File: config.mk
export PLATFORM = sky130hd
export DESIGN_NAME = reorder_buffer
export DESIGN_NICKNAME = d
export VERILOG_FILES = /design/src/rtl/reorder_buffer.sv
export SDC_FILE = /design/constraint.sdc
export NUM_CORES = 2
export LEC_CHECK = 0
export BUFFER_PORTS_ARGS = -buffer_cell sky130_fd_sc_hd__buf_2
export CORE_UTILIZATION = 51
export DETAILED_ROUTE_END_ITERATION = 8
export PLACE_DENSITY = 0.67
export RECOVER_POWER = 100
export SLEW_MARGIN = 10
export SYNTH_ARGS = -nofsm -noshare
export SYNTH_HDL_FRONTEND = slang
export SYNTH_SLANG_ARGS = --single-unit
File: constraint.sdc
create_clock -name clk_in -period 12.58 [get_ports clk_in]
set_input_delay 3.145 -clock clk_in [delete_from_list [all_inputs] [get_ports clk_in]]
set_output_delay 3.145 -clock clk_in [all_outputs]
set_load 0.05 [all_outputs]
File: src/rtl/reorder_buffer.sv
// Circular in-order reorder buffer: allocate at tail, CDB writeback, in-order retire with rollback.
// Optional ROB_COMMIT_COUNTER_EN adds a free-running commit counter on dbg_commit_cnt_out.
module reorder_buffer #(
    parameter int DEPTH = 16,
    parameter int ID_W  = 5,
    parameter int PTR_W = 4
) (
    input  logic              clk_in,
    input  logic              rst_in,
    input  logic              rdy_in,
    input  logic              alloc_valid_in,
    input  logic [4:0]        alloc_rd_in,
    input  logic              alloc_is_branch_in,
    input  logic [31:0]       alloc_pc_in,
    output logic [ID_W-1:0]   alloc_rob_id_out,
    output logic              full_out,
    input  logic              wb_valid_in,
    input  logic [ID_W-1:0]   wb_rob_id_in,
    input  logic [31:0]       wb_value_in,
    input  logic              wb_mispredict_in,
    input  logic [31:0]       wb_target_in,
    input  logic [ID_W-1:0]   q1_id_in,
    input  logic [ID_W-1:0]   q2_id_in,
    output logic              q1_ready_out,
    output logic              q2_ready_out,
    output logic [31:0]       q1_value_out,
    output logic [31:0]       q2_value_out,
    output logic              commit_flag_out,
    output logic [4:0]        commit_rd_out,
    output logic [31:0]       commit_value_out,
    output logic [ID_W-1:0]   commit_rob_id_out,
    output logic              rollback_flag_out,
    output logic [31:0]       rollback_pc_out
`ifdef ROB_COMMIT_COUNTER_EN
    ,
    output logic [31:0]       dbg_commit_cnt_out
`endif
);

    localparam logic [ID_W-1:0] MAX_ID   = ID_W'(DEPTH);
    localparam logic [PTR_W:0]  FULL_CNT = (PTR_W+1)'(DEPTH);

    logic [PTR_W-1:0] head_q, head_d, tail_q, tail_d;
    logic [PTR_W:0]   count_q, count_d;
    logic [DEPTH-1:0] busy_q, busy_d, ready_q, ready_d;
    logic [DEPTH-1:0] br_q, br_d, mp_q, mp_d;
    logic [4:0]       rd_q     [DEPTH];
    logic [4:0]       rd_d     [DEPTH];
    logic [31:0]      value_q  [DEPTH];
    logic [31:0]      value_d  [DEPTH];
    logic [31:0]      target_q [DEPTH];
    logic [31:0]      target_d [DEPTH];
    logic [31:0]      pc_q     [DEPTH];
    logic [31:0]      pc_d     [DEPTH];

    logic             commit_flag_q, commit_flag_d;
    logic [4:0]       commit_rd_q, commit_rd_d;
    logic [31:0]      commit_value_q, commit_value_d;
    logic [ID_W-1:0]  commit_id_q, commit_id_d;
    logic             rollback_flag_q, rollback_flag_d;
    logic [31:0]      rollback_pc_q, rollback_pc_d;

    logic             full, do_alloc, do_wb, do_commit, flush;
    logic [PTR_W-1:0] wb_idx;

    assign full             = (count_q == FULL_CNT);
    assign full_out         = full;
    assign alloc_rob_id_out = ID_W'(tail_q) + ID_W'(1);

    assign wb_idx    = PTR_W'(wb_rob_id_in - ID_W'(1));
    assign do_alloc  = alloc_valid_in && !full && !rollback_flag_q;
    assign do_wb     = wb_valid_in && (wb_rob_id_in != '0) && (wb_rob_id_in <= MAX_ID)
                       && !rollback_flag_q && busy_q[wb_idx];
    assign do_commit = (count_q != '0) && ready_q[head_q] && !rollback_flag_q;
    assign flush     = do_commit && br_q[head_q] && mp_q[head_q];

    always_comb begin
        head_d         = head_q;
        tail_d         = tail_q;
        count_d        = count_q;
        busy_d         = busy_q;
        ready_d        = ready_q;
        br_d           = br_q;
        mp_d           = mp_q;
        rd_d           = rd_q;
        value_d        = value_q;
        target_d       = target_q;
        pc_d           = pc_q;
        commit_flag_d  = do_commit;
        commit_rd_d    = commit_rd_q;
        commit_value_d = commit_value_q;
        commit_id_d    = commit_id_q;
        rollback_flag_d = flush;
        rollback_pc_d  = rollback_pc_q;

        if (do_alloc) begin
            busy_d[tail_q]  = 1'b1;
            ready_d[tail_q] = 1'b0;
            mp_d[tail_q]    = 1'b0;
            br_d[tail_q]    = alloc_is_branch_in;
            rd_d[tail_q]    = alloc_rd_in;
            pc_d[tail_q]    = alloc_pc_in;
            tail_d          = tail_q + PTR_W'(1);
        end

        if (do_wb) begin
            ready_d[wb_idx]  = 1'b1;
            value_d[wb_idx]  = wb_value_in;
            mp_d[wb_idx]     = wb_mispredict_in;
            target_d[wb_idx] = wb_target_in;
        end

        // Commit reads the registered head entry, so a same-cycle writeback never bypasses into it.
        if (do_commit) begin
            busy_d[head_q] = 1'b0;
            head_d         = head_q + PTR_W'(1);
            commit_rd_d    = rd_q[head_q];
            commit_value_d = value_q[head_q];
            commit_id_d    = ID_W'(head_q) + ID_W'(1);
        end

        case ({do_alloc, do_commit})
            2'b10:   count_d = count_q + (PTR_W+1)'(1);
            2'b01:   count_d = count_q - (PTR_W+1)'(1);
            default: count_d = count_q;
        endcase

        // Flush overrides any same-cycle allocation: that instruction is on the wrong path.
        if (flush) begin
            busy_d        = '0;
            ready_d       = '0;
            head_d        = '0;
            tail_d        = '0;
            count_d       = '0;
            rollback_pc_d = target_q[head_q];
        end
    end

    always_ff @(posedge clk_in) begin
        if (rst_in) begin
            head_q          <= '0;
            tail_q          <= '0;
            count_q         <= '0;
            busy_q          <= '0;
            ready_q         <= '0;
            br_q            <= '0;
            mp_q            <= '0;
            commit_flag_q   <= 1'b0;
            commit_rd_q     <= '0;
            commit_value_q  <= '0;
            commit_id_q     <= '0;
            rollback_flag_q <= 1'b0;
            rollback_pc_q   <= '0;
        end else if (rdy_in) begin
            head_q          <= head_d;
            tail_q          <= tail_d;
            count_q         <= count_d;
            busy_q          <= busy_d;
            ready_q         <= ready_d;
            br_q            <= br_d;
            mp_q            <= mp_d;
            commit_flag_q   <= commit_flag_d;
            commit_rd_q     <= commit_rd_d;
            commit_value_q  <= commit_value_d;
            commit_id_q     <= commit_id_d;
            rollback_flag_q <= rollback_flag_d;
            rollback_pc_q   <= rollback_pc_d;
        end else begin
            commit_flag_q   <= 1'b0;
            rollback_flag_q <= 1'b0;
        end
    end

    always_ff @(posedge clk_in) begin
        if (rdy_in) begin
            rd_q     <= rd_d;
            value_q  <= value_d;
            target_q <= target_d;
            pc_q     <= pc_d;
        end
    end

    assign commit_flag_out   = commit_flag_q;
    assign commit_rd_out     = commit_rd_q;
    assign commit_value_out  = commit_value_q;
    assign commit_rob_id_out = commit_id_q;
    assign rollback_flag_out = rollback_flag_q;
    assign rollback_pc_out   = rollback_pc_q;

    // Returns {ready, value}; the CDB bypass takes priority over the stored entry.
    function automatic logic [32:0] query(input logic [ID_W-1:0] id);
        logic [PTR_W-1:0] idx;
        idx = PTR_W'(id - ID_W'(1));
        if (id == '0)
            return {1'b1, 32'h0};
        else if (wb_valid_in && (wb_rob_id_in == id))
            return {1'b1, wb_value_in};
        else if (id > MAX_ID)
            return {1'b0, 32'h0};
        else
            return {busy_q[idx] & ready_q[idx], value_q[idx]};
    endfunction

    always_comb begin
        {q1_ready_out, q1_value_out} = query(q1_id_in);
        {q2_ready_out, q2_value_out} = query(q2_id_in);
    end

`ifdef ROB_COMMIT_COUNTER_EN
    logic [31:0] commit_cnt_q;

    always_ff @(posedge clk_in) begin
        if (rst_in)
            commit_cnt_q <= '0;
        else if (rdy_in && do_commit)
            commit_cnt_q <= commit_cnt_q + 32'd1;
    end

    assign dbg_commit_cnt_out = commit_cnt_q;
`endif

endmodule
# Word level (Yosys, flattened, before mapping)
# Index checks and enable logic that the tools add are counted.
[totals] register_bits=1257 inputBits=123 output_inout_bits=148
[classes] n_addsub=9 n_lt_le_gt_ge=18 eq_ne=5 muxes=66 bitwise_logic=15 reduce_logical=34
[op_table] op="bitwise mux 512 bit" n=2
[op_table] op="binary-select mux 32 bit (select 4 bit)" n=4
[op_table] op="two-way mux 32 bit" n=9
[op_table] op="two-way mux 33 bit" n=6
[op_table] op="demux 32 bit (select 4 bit)" n=1
[op_table] op="two-way mux 16 bit" n=8
[op_table] op="bitwise mux 80 bit" n=1
[op_table] op="AND 16 bit" n=3
[op_table] op="binary-select mux 1 bit (select 4 bit)" n=8
[op_table] op="bitwise mux 16 bit" n=2
[op_table] op="inverter 16 bit" n=2
[op_table] op="OR 16 bit" n=2
[op_table] op=">= comparator 5 bit, second input constant" n=5
[op_table] op="less-than comparator 4 x 5 -> 1 bit, second input constant" n=5
[op_table] op="inverter 4 -> 5 bit" n=5
[op_table] op="binary-select mux 5 bit (select 4 bit)" n=1
[op_table] op="demux 5 bit (select 4 bit)" n=1
[op_table] op="two-way mux 5 bit" n=4
[op_table] op="logical AND 1 bit" n=17
[op_table] op="two-way mux 4 bit" n=4
[op_table] op="AND reduction 2 bit" n=7
[op_table] op="demux 1 bit (select 4 bit)" n=3
[op_table] op=">= comparator 4 x 1 -> 1 bit, second input constant" n=3
[op_table] op="subtractor 4 x 1 -> 4 bit, second input constant" n=3
[op_table] op="other kinds (21)" n=41

# Logic depth before layout (Yosys ltp)
[logic_depth] word_depth=10 mapped_depth=13 depth_no_buf=12

# Worst setup path before layout
# Ideal clock, no wire load.
[synth_timing] path_kind="input -> output" start="in q2_id_in[0]" end="out q2_value_out[23]" t_arrival_ps=5355 required_ps=9435 setup_slack_ps=4080 path_stages=9 n_path_buf=2 path_cell_list="inv_1 ha_1 clkbuf_1 clkbuf_1 mux4_2 nand2_1 nand3b_1 a32oi_1 nor2_1"
[synth_via] elab_chain_cells=8
[synth_rtl] item="start, declared" line_no="23" text="input logic [ID_W-1:0] q2_id_in,"
[synth_rtl] item="subtractor 4 x 1 -> 4 bit" line_no="193" text="idx = PTR_W'(id - ID_W'(1));"
[synth_rtl] item="inverter 4 -> 5 bit (not written as such)" line_no="201" text="return {busy_q[idx] & ready_q[idx], value_q[idx]};"
[synth_rtl] item="binary-select mux 32 bit (select 4 bit)" line_no="201"
[synth_rtl] item="two-way mux 32 bit (not written as such) (2 in series)" line_no="201"
[synth_rtl] item="two-way mux 33 bit" line_no="198" text="else if (id > MAX_ID)"
[synth_rtl] item="two-way mux 33 bit" line_no="196" text="else if (wb_valid_in && (wb_rob_id_in == id))"
[synth_rtl] item="two-way mux 33 bit *" line_no="194" text="if (id == '0)"
[synth_rtl] item="end, declared" line_no="27" text="output logic [31:0] q2_value_out,"
# Mark *: on every way between the ends. The rest lies on a longest branch, timed or not. The select of a mux whose other input is x is not followed.

# Final worst setup path
[layout_timing] start="in q2_id_in[0]" end="out q2_value_out[21]"
# The elaborated chain is that of the path after synthesis.

==> results_dict.tcl <==
set metrics [dict create \
    syn_area_per_cell_um2 17.1 \
    start_util_pct 51.7 \
    yosys_warnings 0 \
    peakVddDrop_v 0.000128 \
    core-area_um2 111000 \
    ys.flop_type "edfxtp_1" \
    avgRoutedWirePerCell_um 31.6 \
    worstSkewPairLatency_ps 760 \
    layout.cells.non_filler 5149 \
    worst_path_max_delay_cell "a21oi_1" \
    worstHoldEndpoint "commit_value_out[12]" \
    hold_depth 2 \
    ys_ff_latch 1257 \
    clock_path_buffers 3 \
    power.share.combinational_pct 7.2 \
    holdWs_ps 454 \
    drt_iter0_drc 4076 \
    crit_fanout 53 \
    dieArea_um2 114000 \
    overflow 0 \
    slowest_delay_ps 2320 \
    power_density_nw_per_um2 140 \
    r2r-start "rollback_flag_out" \
    multi_input_comb_area_um2 20400 \
    start_kind "primary input" \
    synth_top_family_by_area "multiplexers" \
    path_buf_inv 4 \
    cpMostUsedCell "buf_4" \
    wl_mm 163 \
    synth-simple-area-share_pct 6.46 \
    synth_fa_ha_area_share_pct 0.412 \
    min_period_ps 11550 \
    cts_tree "built" \
    fmax_mhz 86.6 \
    drc 0 \
    syn_area_um2 57700 \
    num_io_pins 271 \
    gp_congestion 0.821 \
    synthCells 3377 \
    maxSlewViolCount 1348 \
    clockRootBuffer "clkbuf_16" \
    drive_gt1_share_pct 25.2 \
    p_seq_share_pct 50.3 \
    cts.sinks 1257 \
    grt_pass1_wl_mm 235 \
    drt-pass1-iter-count 6 \
    slew_headroom_pct -194 \
    hold_buffers 0 \
    hold_path.class "register to register" \
    period_share_pct 91.8 \
    vias 34600 \
    synth_mux_area_share_pct 24.1 \
    tightest_slew_ps 4410 \
    r2r_end "target_q[212]" \
    critical_path_class "primary input to output pin" \
    yosysUniqueCellTypes 60 \
    setup_tns_ps 0 \
    status "complete, but fails checks" \
    p_leak_uw 0.0196 \
    maxCapViolations 40 \
    r2r_slack_ps 5770 \
    p_switching_uw 2100 \
    cp_data_arrival_time_ps 8410 \
    die_w_um 338 \
    utilization_pct 57.7 \
    synth-compound-area-share_pct 3.86 \
    setup_viol 0 \
    cts_made_buffers 133 \
    synth_edf_count 1104 \
    antenna_found_initial 11 \
    ff_latch_area_um2 36200 \
    hold_viol 0 \
    hold_start "commit_value_out[12]" \
    reg2regPathDepth 5 \
    rsz0062_at_grt "false" \
    finClkSkew_ps 37.5 \
    rows 122 \
    cts_setup_buffers 0 \
    netSwitchingFraction_pct 23.2 \
    ant_nets 0 \
    synth-xor-area-share_pct 0.380 \
    place_inst 4900 \
    crit_path_cell_trace "buf_8 > xor2_1 > nor4_1 > and3_2 > buf_4 > a21oi_1 > buf_4 > a32oi_1 > nor2_1 > clkbuf_1" \
    htree_levels 4 \
    via_per_inst 6.72 \
    areaGrowthSynthToFinish_pct 11.4 \
    critical_path.top_delay_family "compound AO/OA/AOI/OAI gates" \
    clkPwrFrac_pct 42.5 \
    async_reset_ff_share_pct 0 \
    worstPathRequired_ps 9430 \
    internal_power_uw 6920 \
    port_buffers 238 \
    yosysSeqAreaShare_pct 62.8 \
    grt.total_usage_pct 28.3 \
    dpl.hpwl_mm 85.5 \
    clk_pin_slew_worst_paths_ps 60 \
    syn_nets 3519 \
    grt_pass1_vias 34300 \
    grt_max_degree 131 \
    endpoint_kind "output pin" \
    num-fill-cells 8565 \
    fin_nets 3689 \
    cts.repair.resized 0 \
    die_h_um 338 \
    violations "max-capacitance violations, max-slew violations" \
]
## worst register-to-register path: stages, from the launching register on
cell and delay (ps):
dfxtp_1 380, nand2b_1 260, or3_1 400, a211oi_2 560
and3_1 1770, clkbuf_1 2920
## cell type report
class	count	area share, %
antenna	5	0.0195
clock buffer	180	5.79
clock inverter	64	0.906
inverter	16	0.0935
multi-input combinational	1838	31.7
sequential	1257	56.4
tap	1488	2.90
timing repair buffer	301	2.18
## power by group through the flow
stage	clock [uW]	sequential, uW	combinational, uW
floorplan	0	4620	417
CTS	3890	4530	650
detailed placement	0	4620	648
finish	3840	4540	648
global route	4040	4530	680
global placement	0	4620	644
## cell families (layout without fill, tap and decap cells)
group	Yosys count	in the layout
muxes	620	620
and+or+nand+nor	832	832
xor gates and xnor gates	25	25
adders and majority gates	19	19
buffers and inverters	282	561
AOI/OAI and AO/OA	342	342
other	0	5
DFF	1257	1257
## state kept, by name, indices dropped and copies added, names as in the netlist, 16 cells and up
register	cells
busy_q	16
target_q	512
ready_q	16
value_q	512
rd_q	80
br_q	16
rollback_pc_out	32
commit_value_out	32
mp_q	16
## routing by layer
layer | share of wire (%) | track usage, % | vias up
met5 | 0.047 | 0 | -
met4 | 3.5 | 10.1 | 12
met3 | 9.9 | 6.87 | 368
met2 | 49 | 45.8 | 1980
met1 | 38 | 37.6 | 18100
li1 | - | - | 14200
## how the worst max path moves through the flow
stage / depth (start not counted) / start / endpoint
after floorplan: 9 / q2_id_in[0] / q2_value_out[23]
after global placement: 9 / q1_id_in[0] / q1_value_out[11]
after detailed placement: 9 / q1_id_in[0] / q1_value_out[11]
after CTS: 9 / q1_id_in[0] / q1_value_out[11]
after global routing: 10 / q2_id_in[0] / q2_value_out[21]
final: 10 / q2_id_in[0] / q2_value_out[21]
## layout by cell type, fill, tap and decap left out, types with 14 or more instances in the layout
master	synthesis	routed
a211oi_1	22	22
buf_2	72	33
nor2_1	140	138
clkinv_1	0	14
dfxtp_1	153	149
inv_1	16	16
nand3_1	90	90
mux4_2	613	613
a21oi_1	113	112
clkbuf_8	0	17
and3_1	19	17
edfxtp_1	1104	1104
and2_1	20	19
o22ai_1	14	14
nand3b_1	67	67
a22o_1	15	15
clkinv_2	0	31
o21ai_0	69	69
nand2_1	452	451
clkbuf_1	163	250
a22oi_1	16	16
ha_1	19	17
clkbuf_16	0	135
buf_4	3	39
a32oi_1	64	64
## cell usage after synthesis, drive strengths merged (3+ instances only)
master / number / share of area (%)
nand3: 90 / 0.78
nand3b: 67 / 0.87
a22o: 15 / 0.23
a21oi: 113 / 0.98
a22oi: 16 / 0.21
a21o: 3 / 0.039
nand4b: 3 / 0.046
dfxtp: 153 / 5.3
mux4: 613 / 24
nand2: 453 / 3.0
o211ai: 4 / 0.052
nor3: 8 / 0.078
nor2: 141 / 0.92
buf: 102 / 0.84
or3: 4 / 0.043
mux2i: 6 / 0.10
nor4: 5 / 0.054
and2: 21 / 0.23
inv: 16 / 0.10
edfxtp: 1104 / 57
xnor2: 11 / 0.17
o22ai: 14 / 0.15
nand4: 8 / 0.087
nand2b: 6 / 0.065
and3: 19 / 0.21
a211oi: 25 / 0.35
ha: 19 / 0.41
o21ai: 71 / 0.62
clkbuf: 164 / 1.1
xor2: 14 / 0.21
a32oi: 65 / 1.0
## metrics by stage
step / instance area [um2] / total power [uW] / setup slack, ps
after detailed placement: 60400 / 5270 / 2430
after global routing: 64200 / 9260 / 1130
after CTS: 64700 / 9070 / 2420
after floorplan: 57700 / 5040 / 4080
after global placement: 60400 / 5270 / 2400
final: 64300 / 9020 / 1030
No activity file was read; power rests on OpenSTA's default activity.
